$ cat src/rtl/second_min_search.sv
// second_min_search: scans the per-second accumulation BRAM once per start
// request and reports the bin index (low_time) and value (min_value) of the
// smallest unsigned amplitude; ties resolve to the lowest index.
// Optional build macro SECOND_MIN_CONFIRM_EN: a scan result is only committed
// when its index matches the candidate of the previous completed scan.
module second_min_search #(
    parameter int NUM_BINS     = 250,
    parameter int DATA_W       = 32,
    parameter int READ_LATENCY = 2
) (
    input  logic              clk,
    input  logic              rst,
    input  logic              start,
    output logic              bram_en,
    output logic [7:0]        bram_addr,
    input  logic [DATA_W-1:0] bram_rdata,
    output logic [7:0]        low_time,
    output logic [DATA_W-1:0] min_value,
    output logic              busy,
    output logic              done
);

    localparam logic [7:0] LAST_ADDR  = 8'(NUM_BINS - 1);
    localparam logic [2:0] DRAIN_LAST = 3'(READ_LATENCY);

    typedef enum logic [1:0] {S_IDLE, S_ISSUE, S_DRAIN, S_DONE} state_t;

    state_t              r_state;
    state_t              w_state_next;
    logic                w_accept;
    logic                w_finish;
    logic [7:0]          r_cnt;
    logic [2:0]          r_drain_cnt;
    logic                r_bram_en;
    logic [7:0]          r_bram_addr;
    logic [DATA_W-1:0]   r_run_min;
    logic [7:0]          r_run_idx;
    logic [7:0]          r_low_time;
    logic [DATA_W-1:0]   r_min_value;
    logic                r_done;
    logic                r_tag_vld [READ_LATENCY];
    logic [7:0]          r_tag_idx [READ_LATENCY];
    logic                w_hit;
    logic [DATA_W-1:0]   w_cand_min;
    logic [7:0]          w_cand_idx;

    // State register
    always_ff @(posedge clk or posedge rst) begin
        if (rst) r_state <= S_IDLE;
        else     r_state <= w_state_next;
    end

    // Next-state decode; finish marks the last drain cycle (commit point)
    always_comb begin
        w_state_next = r_state;
        w_accept     = 1'b0;
        w_finish     = 1'b0;
        case (r_state)
            S_IDLE: begin
                if (start) begin
                    w_state_next = S_ISSUE;
                    w_accept     = 1'b1;
                end
            end
            S_ISSUE: begin
                if (r_cnt == LAST_ADDR) w_state_next = S_DRAIN;
            end
            S_DRAIN: begin
                if (r_drain_cnt == DRAIN_LAST) begin
                    w_state_next = S_DONE;
                    w_finish     = 1'b1;
                end
            end
            S_DONE: w_state_next = S_IDLE;
            default: w_state_next = S_IDLE;
        endcase
    end

    // Address issue and drain counters; address holds once enable drops
    always_ff @(posedge clk or posedge rst) begin
        if (rst) begin
            r_cnt       <= '0;
            r_drain_cnt <= '0;
            r_bram_en   <= 1'b0;
            r_bram_addr <= '0;
        end else if (w_accept) begin
            r_cnt       <= '0;
            r_drain_cnt <= '0;
        end else if (r_state == S_ISSUE) begin
            r_bram_en   <= 1'b1;
            r_bram_addr <= r_cnt;
            r_cnt       <= r_cnt + 8'd1;
        end else if (r_state == S_DRAIN) begin
            r_bram_en   <= 1'b0;
            r_drain_cnt <= r_drain_cnt + 3'd1;
        end else begin
            r_bram_en   <= 1'b0;
        end
    end

    // Tag pipeline: follows each registered address until its data returns
    genvar gi;
    generate
        for (gi = 0; gi < READ_LATENCY; gi++) begin : g_tag
            // Shift one stage of the valid/index tag
            always_ff @(posedge clk or posedge rst) begin
                if (rst) begin
                    r_tag_vld[gi] <= 1'b0;
                    r_tag_idx[gi] <= '0;
                end else if (gi == 0) begin
                    r_tag_vld[gi] <= r_bram_en;
                    r_tag_idx[gi] <= r_bram_addr;
                end else begin
                    r_tag_vld[gi] <= r_tag_vld[(gi == 0) ? 0 : gi - 1];
                    r_tag_idx[gi] <= r_tag_idx[(gi == 0) ? 0 : gi - 1];
                end
            end
        end
    endgenerate

    // Strict less-than so an equal later bin never displaces an earlier one
    always_comb begin
        w_hit      = r_tag_vld[READ_LATENCY-1] && (bram_rdata < r_run_min);
        w_cand_min = w_hit ? bram_rdata : r_run_min;
        w_cand_idx = w_hit ? r_tag_idx[READ_LATENCY-1] : r_run_idx;
    end

    // Running minimum, restarted on each accepted scan
    always_ff @(posedge clk or posedge rst) begin
        if (rst) begin
            r_run_min <= '1;
            r_run_idx <= '0;
        end else if (w_accept) begin
            r_run_min <= '1;
            r_run_idx <= '0;
        end else begin
            r_run_min <= w_cand_min;
            r_run_idx <= w_cand_idx;
        end
    end

`ifdef SECOND_MIN_CONFIRM_EN
    logic [7:0] r_prev_candidate;
    logic       r_candidate_valid;

    // Commit only when two consecutive completed scans agree on the index
    always_ff @(posedge clk or posedge rst) begin
        if (rst) begin
            r_done            <= 1'b0;
            r_low_time        <= '0;
            r_min_value       <= '1;
            r_prev_candidate  <= '0;
            r_candidate_valid <= 1'b0;
        end else begin
            r_done <= w_finish;
            if (w_finish) begin
                r_prev_candidate  <= w_cand_idx;
                r_candidate_valid <= 1'b1;
                if (r_candidate_valid && (r_prev_candidate == w_cand_idx)) begin
                    r_low_time  <= w_cand_idx;
                    r_min_value <= w_cand_min;
                end
            end
        end
    end
`else
    // Commit the scan result unconditionally on completion
    always_ff @(posedge clk or posedge rst) begin
        if (rst) begin
            r_done      <= 1'b0;
            r_low_time  <= '0;
            r_min_value <= '1;
        end else begin
            r_done <= w_finish;
            if (w_finish) begin
                r_low_time  <= w_cand_idx;
                r_min_value <= w_cand_min;
            end
        end
    end
`endif

    assign bram_en   = r_bram_en;
    assign bram_addr = r_bram_addr;
    assign low_time  = r_low_time;
    assign min_value = r_min_value;
    assign done      = r_done;
    assign busy      = (r_state != S_IDLE);

endmodule

$ cat config.mk
export PLATFORM = sky130hd
export DESIGN_NAME = second_min_search
export DESIGN_NICKNAME = d
export VERILOG_FILES = /design/src/rtl/second_min_search.sv
export SDC_FILE = /design/constraint.sdc
export NUM_CORES = 1
export LEC_CHECK = 0
export CAP_MARGIN = 10
export CORE_ASPECT_RATIO = 0.8
export CORE_MARGIN = 8
export CORE_UTILIZATION = 23
export DETAILED_ROUTE_END_ITERATION = 16
export DONT_BUFFER_PORTS = 1
export PLACE_DENSITY_LB_ADDON = 0.1
export SLEW_MARGIN = 0
export SYNTH_ARGS = -nofsm -noshare
export SYNTH_HDL_FRONTEND = slang
export SYNTH_SLANG_ARGS = --single-unit
$ cat constraint.sdc
create_clock -name clk -period 5.2 [get_ports clk]
set_input_delay 1.04 -clock clk [delete_from_list [all_inputs] [get_ports clk]]
set_output_delay 1.04 -clock clk [all_outputs]
set_load 0.005 [all_outputs]
==> Yosys cells after proc, flatten, opt, wreduce, memory -nomap -nowiden <==
Cells that the tools add are included.
{ "totals": {"reg_bits": 121, "mem_count": 0, "mem_bits_ro": 0, "out_inout_bits": 51, "latch_bits": 0, "wordCells": 53, "ramBits": 0} }
{ "classes": {"multipliers": 0, "n_bitwise": 1, "n_eq_ne": 9, "addsub": 2, "div": 0, "n_mux": 18, "n_lt_le_gt_ge": 1, "shift": 0, "reduce_logical": 8} }
{ "ops": {"columns": ["op", "count"], "rows": [
  ["$mux W32", 2],
  ["$lt A32 B32 Y1", 1],
  ["$mux W8", 4],
  ["$mux W3", 3],
  ["$add A8 B1 Y8 const B", 1],
  ["$eq A8 B8 Y1 const B", 1],
  ["$ne A2 B2 Y1 const B", 4],
  ["$pmux W2 S4", 1],
  ["$mux W2", 3],
  ["$reduce_bool A2 Y1", 3],
  ["$mux W1", 5],
  ["$eq A2 B2 Y1 const B", 2],
  ["$reduce_and A2 Y1", 2],
  ["$add A3 B1 Y3 const B", 1],
  ["$eq A3 B2 Y1 const B", 1],
  ["$reduce_and A3 Y1", 1],
  ["$eq A2 B1 Y1 const B", 1],
  ["$logic_not A2 Y1", 1],
  ["$logic_and A1 B1 Y1", 1],
  ["$not A1 Y1", 1]
]} }

==> Depth between registers and ports, before layout <==
Gate-level depths: netlist of run 1.
{ "logic_depth": {"depth_word": 4, "depth_mapped": 10, "depth_no_buf": 9} }

==> Least setup slack after synthesis of run 1 <==
Ideal clock, no wire load.
{ "synth_timing": {"kind": "input-to-reg", "start": "input port bram_rdata[7]", "end": "register r_min_value[0], in the netlist min_value[0]", "t_arrival_ps": 2724, "t_required_ps": 5113, "stages": 8, "slack_ps": 2389, "cell_sequence": "ha_1 -> nand4_1 -> o311a_1 -> o41ai_2 -> nand2_2 -> buf_6 -> a31oi_1 -> a21oi_1"} }
{ "synth_between": {"elab_chain_cells": 3} }
{ "synth_lines": {"columns": ["item", "line_no", "source"], "rows": [
  ["from (decl)", "16", "input logic [DATA_W-1:0] bram_rdata,"],
  ["$lt A32 B32 Y1", "123", "w_hit = r_tag_vld[READ_LATENCY-1] && (bram_rdata < r_run_min);"],
  ["$logic_and A1 B1 Y1", "123", null],
  ["$mux W32", "124", "w_cand_min = w_hit ? bram_rdata : r_run_min;"],
  ["to (signal assigned)", "177", "r_min_value <= w_cand_min;"],
  ["to (decl)", "39", "logic [DATA_W-1:0] r_min_value;"]
]} }
No other way between the ends.
A chain may end at the register's enable or synchronous reset.

==> Worst setup path after layout of run 1 <==
{ "layout_timing": {"start": "input port bram_rdata[2]", "end": "register r_min_value[26], in the netlist min_value[26]"} }
The elaborated chain is that of the path after synthesis.

==> impl_metrics.tcl, run 1 <==
set metrics [dict create \
    power_frac_seq 0.420 \
    cts_buffers 17 \
    ys_seq_elements 121 \
    synth_flop_cell "dfstp_2" \
    start_util 0.235 \
    cts.sink_count 121 \
    cts_buffer_depth 2 \
    hold_class "reg -> reg" \
    end_kind "register" \
    use_met1 0.148 \
    die_width_um 193 \
    fin_cells 891 \
    async_flop_share 1.00 \
    portBuffers 0 \
    ir_drop_mv 0.335 \
    grt.busiest_layer "met2" \
    grt.overflow.total 0 \
    p_leak_nw 2.90 \
    slew_headroom 0.329 \
    antenna_cells 0 \
    critPathKind "in -> reg" \
    fillers 2626 \
    gp_congestion 0.710 \
    die_y_um 158 \
    via_per_inst 4.76 \
    grt_max_degree 79 \
    hold_path_depth 0 \
    p_sw_mw 1.64 \
    wl_per_cell_um 19.3 \
    intPower_mw 2.62 \
    nets 634 \
    rows 51 \
    synth.yosys.seq_area_share 0.539 \
    hold_violations 0 \
    grtUsageTotal 0.118 \
    dp_hpwl_um 10600 \
    crit_arrival_ps 3580 \
    drv_slew 0 \
    clk_pin_slew_worst_paths_ps 70 \
    htree_levels 4 \
    cts_resized 0 \
    ios 86 \
    grt_util_met2 0.187 \
    synth_edf_count 0 \
    wl_um 17200 \
    fmax_ghz 0.309 \
    insertion_delay_ps 420 \
    syn_inst 575 \
    p_sw_frac 0.385 \
    max-cap-violations 0 \
    ys_types 40 \
    vias 4239 \
    min_period_over_period 0.622 \
    setup_viol 0 \
    root_buffer "clkbuf_16" \
    area_delta_synth_final_pct 14.2 \
    cts_tree "yes" \
    rsz0062_at_grt "false" \
    grt_pass1_wl_um 27000 \
    avgSynthCellArea_um2 10.0 \
    status "finished, final reports clean" \
    placed_cells 859 \
    p_clk_frac 0.274 \
    drive_above_1_share 0.209 \
    final_antenna_net_count 0 \
    synthesis.area_mm2 0.00576 \
    multiInputGateArea_mm2 0.00231 \
    start_kind "primary input" \
    fin_hold_ws_ps 350 \
    dieArea_mm2 0.0304 \
    power.density_mw_per_mm2 648 \
    syn-num-nets 649 \
    use_met3 0.0442 \
    first_pass_iters 4 \
    worst_slew_pin_slew_ps 1010 \
    ys_warn_count 0 \
    post-route-min-period_ps 3240 \
    final-seq-area_mm2 0.00311 \
    core_area_mm2 0.0245 \
    rrSetupSlack_ps 2030 \
    worstPathMaxFanout 42 \
    drt_iter0_drc 261 \
    route.detailed.drc 0 \
    grt_pass1_vias 4401 \
    required_ps 5550 \
    comb_power_share 0.306 \
    cts_setup_buffers 0 \
    finalSetupTns_ps 0 \
    skew_ps 11.0 \
    postCtsHoldBufs 0 \
    antenna_found_initial 0 \
    reg2reg_depth 10 \
]
-- worst max-delay path, cell delays in order --
cell and delay [ps]:
ha_1 280, a211o_2 290, a31oi_1 170, o311a_1 210, o41ai_2 100, nand2_2 540, buf_4 560, a31oi_1 150
a21oi_1 200
-- kinds of logic after synthesis --
| group | share of synthesized area |
|---|---|
| compound gates | 0.191 |
| xor+xnor | 0.00760 |
| fa+ha+maj | 0.0847 |
| buf+inv | 0.0630 |
| flops | 0.539 |
| mux | 0.0176 |
| simple gates | 0.0964 |
-- flip-flops by register name (all words and copies together), names as in the netlist --
register and count:
min_value 32, r_run_idx 8, r_cnt 8, bram_addr 8
r_state 2, low_time 8, done 1, bram_en 1
r_tag_vld 2, r_drain_cnt 3, r_tag_idx 16, r_run_min 32
-- synthesized netlist by cell type, types with 2 or more instances --
| cell | n | area share |
|---|---|---|
| a31oi_1 | 73 | 0.079 |
| dfstp_2 | 64 | 0.29 |
| a21oi_1 | 57 | 0.050 |
| dfrtp_1 | 57 | 0.25 |
| nor2_1 | 51 | 0.033 |
| nand2_1 | 47 | 0.031 |
| o21ai_0 | 44 | 0.038 |
| ha_1 | 39 | 0.085 |
| inv_1 | 39 | 0.025 |
| clkbuf_1 | 18 | 0.012 |
| nand3_1 | 12 | 0.010 |
| buf_2 | 11 | 0.0096 |
| mux2_2 | 9 | 0.018 |
| nand4_1 | 9 | 0.0098 |
| o21ai_1 | 8 | 0.0069 |
| buf_6 | 7 | 0.014 |
| xor2_1 | 4 | 0.0061 |
| a21o_1 | 2 | 0.0026 |
| buf_1 | 2 | 0.0013 |
| or3_1 | 2 | 0.0022 |
-- cell usage in the layout (no fill, tap or decap), types with 7 or more instances in the layout --
cell type and count:
inv_1 37, dfstp_2 64, o21ai_0 44, nand2_1 47, nand3_1 12, clkbuf_16 17
mux2_2 9, o21ai_1 8, a31oi_1 73, nor2_1 50, dfrtp_1 57, ha_1 39
a21oi_1 56, nand4_1 9, inv_8 7
-- power groups by stage --
stage          sequential [mW]  combinational, mW  clock [mW]
2_1_floorplan             1.70               1.02           0
3_3_place_gp              1.82               1.30           0
3_5_place_dp              1.83               1.32           0
4_1_cts                   1.82               1.33        1.22
5_1_grt                   1.86               1.52        1.26
6_report                  1.79               1.31        1.17
-- final cells by class --
type,instances,share of cell area
clock buffer,17,0.0647
clock inverter,15,0.0223
inverter,39,0.0230
multi-input combinational,376,0.351
sequential,121,0.473
tap,318,0.0605
timing repair buffer,5,0.00571
-- final timing paths --
kind / startpoint / to
setup / recovery: bram_rdata[2] / min_value[26]$_DFFE_PP1P_
hold / removal: r_tag_idx[10]$_DFF_PP0_ / r_tag_idx[2]$_DFF_PP0_
setup reg to reg: r_run_min[2]$_DFF_PP1_ / min_value[26]$_DFFE_PP1P_
hold reg to reg: r_tag_idx[10]$_DFF_PP0_ / r_tag_idx[2]$_DFF_PP0_
max in group asynchronous: rst / low_time[3]$_DFFE_PP0P_
min in group asynchronous: rst / r_tag_vld[1]$_DFF_PP0_
-- through the flow --
stage	cell area, um2	setup WS [ps]	util	power (mW)
2_1_floorplan	5760	1050	-	2.72
3_3_place_gp	6010	1510	0.245	3.12
3_5_place_dp	6010	1520	0.245	3.15
4_1_cts	6580	1980	0.268	4.37
5_1_grt	6580	1740	0.268	4.64
6_report	6580	1960	0.268	4.26
-- metal layers --
| metal | routed length, um | vias to the layer above | share of wire |
|---|---|---|---|
| li1 | - | 2015 | - |
| met1 | 7930 | 2144 | 0.46 |
| met2 | 7990 | 65 | 0.46 |
| met3 | 1120 | 15 | 0.065 |
| met4 | 161 | 0 | 0.0094 |
| met5 | 0 | - | 0 |
No activity file was read; power rests on OpenSTA's default activity.
==> run 2: changes to the inputs <==
==> constraint.sdc (replaced) <==
create_clock -name clk -period 3.35 [get_ports clk]
set_input_delay 0.67 -clock clk [delete_from_list [all_inputs] [get_ports clk]]
set_output_delay 0.67 -clock clk [all_outputs]
set_load 0.005 [all_outputs]
==> impl_metrics.tcl, run 2 (synthesized netlist as in run 1, its figures left out) <==
set metrics [dict create \
    die_width_um 193 \
    post-route-min-period_ps 2950 \
    ir_drop_mv 0.326 \
    cts_buffer_depth 2 \
    insertion_delay_ps 420 \
    status "finished, final reports clean" \
    grt_pass1_vias 4413 \
    final_antenna_net_count 0 \
    nets 645 \
    vias 4280 \
    setup_viol 0 \
    slew_headroom 0.367 \
    fillers 2556 \
    htree_levels 4 \
    reg2reg_to "min_value[21]$_DFFE_PP1P_" \
    worstPathMaxFanout 24 \
    ios 86 \
    rrSetupSlack_ps 400 \
    antenna_cells 0 \
    fin_hold_ws_ps 325 \
    required_ps 3690 \
    multiInputGateArea_mm2 0.00231 \
    fmax_ghz 0.339 \
    root_buffer "clkbuf_16" \
    worst_slew_pin_slew_ps 947 \
    drive_above_1_share 0.224 \
    dieArea_mm2 0.0304 \
    wl_um 17500 \
    antenna_found_initial 0 \
    min_period_over_period 0.881 \
    finalSetupTns_ps 0 \
    grtUsageTotal 0.120 \
    cts_buffers 17 \
    grt_max_degree 43 \
    cts.sink_count 121 \
    dp_hpwl_um 11800 \
    via_per_inst 4.75 \
    first_pass_iters 4 \
    wl_per_cell_um 19.4 \
    drt_iter0_drc 233 \
    core_area_mm2 0.0245 \
    end_kind "register" \
    reg2reg_depth 9 \
    final-seq-area_mm2 0.00311 \
    grt.overflow.total 0 \
    p_leak_nw 2.97 \
    r2r-start "r_run_min[7]$_DFF_PP1_" \
    rsz0062_at_grt "false" \
    power.density_mw_per_mm2 1000 \
    layout_commonest_cell "a31oi_1" \
    area_delta_synth_final_pct 16.6 \
    start_kind "register" \
    skew_ps 12.9 \
    route.detailed.drc 0 \
    hold_violations 0 \
    critPathKind "reg -> reg" \
    drv_slew 0 \
    cts_setup_buffers 0 \
    postCtsHoldBufs 0 \
    cts_resized 0 \
    gp_congestion 0.752 \
    portBuffers 0 \
    rows 51 \
    die_y_um 158 \
    crit_arrival_ps 3290 \
    cts_tree "yes" \
    mostFrequentLayoutCells "73 x a31oi_1, 64 x dfstp_2, 57 x dfrtp_1" \
    hold_class "in -> async" \
    clk_pin_slew_worst_paths_ps 70 \
    max-cap-violations 0 \
    grt_pass1_wl_um 27300 \
    post-route-util 0.274 \
    start_util 0.235 \
]
run 2: cell count changes in the layout (fill, tap and decap cells not counted), sizes merged:
cell and delta:
clkinvlp +1, inv -1, buf +11
run 2: power breakdown:
part / switching [mW] / total [mW] / internal, mW
logic: 1.32 / 2.11 / 0.793
clock network: 0.817 / 1.81 / 0.990
registers: 0.445 / 2.80 / 2.35
run 2: how the worst max path moves through the flow:
stage / cells past startpoint / endpoint / from / slack [ps]
finish: 9 / min_value[21]$_DFFE_PP1P_ / r_run_min[7]$_DFF_PP1_ / 400
global placement: 8 / min_value[21]$_DFFE_PP1P_ / bram_rdata[7] / 280
floorplan: 8 / min_value[0]$_DFFE_PP1P_ / bram_rdata[7] / 910
CTS: 9 / min_value[21]$_DFFE_PP1P_ / r_run_min[7]$_DFF_PP1_ / 360
global route: 9 / min_value[21]$_DFFE_PP1P_ / r_run_min[7]$_DFF_PP1_ / 210
detailed placement: 8 / min_value[31]$_DFFE_PP1P_ / bram_rdata[7] / 260
run 2: layout make-up:
type,count,share of cell area
clock buffers,17,0.0633
clock inverters,15,0.0214
inverters,39,0.0223
multi-input cells,376,0.344
flip-flops and latches,121,0.463
well taps,318,0.0592
repair buffers,16,0.0272
run 2: worst max-delay path, stage by stage, from the launching register on:
cell and delay, ps:
dfstp_2 530, inv_1 40, ha_1 290, nand4_1 110
o311a_1 380, o41ai_2 430, a21o_2 560, buf_12 230
o21ai_0 130, a21oi_1 160
run 2: metal layers:
metal / wire length, um / GRT usage / up-vias
met2: 7930 / 0.183 / 81
met1: 8100 / 0.153 / 2145
met3: 1010 / 0.0387 / 22
met4: 429 / 0.0552 / 0
li1: - / - / 2032
met5: 0 / 0 / -
run 2: through the flow:
stage                     setup WS [ps]  cells  power, mW  area (um2)
after CTS                           356    902       6.86        6720
after detailed placement            261    870       5.00        6150
after global routing                211    902       7.28        6720
after floorplan                     909    575       4.23        5770
final                               398    902       6.72        6720
after global placement              282    870       4.94        6150
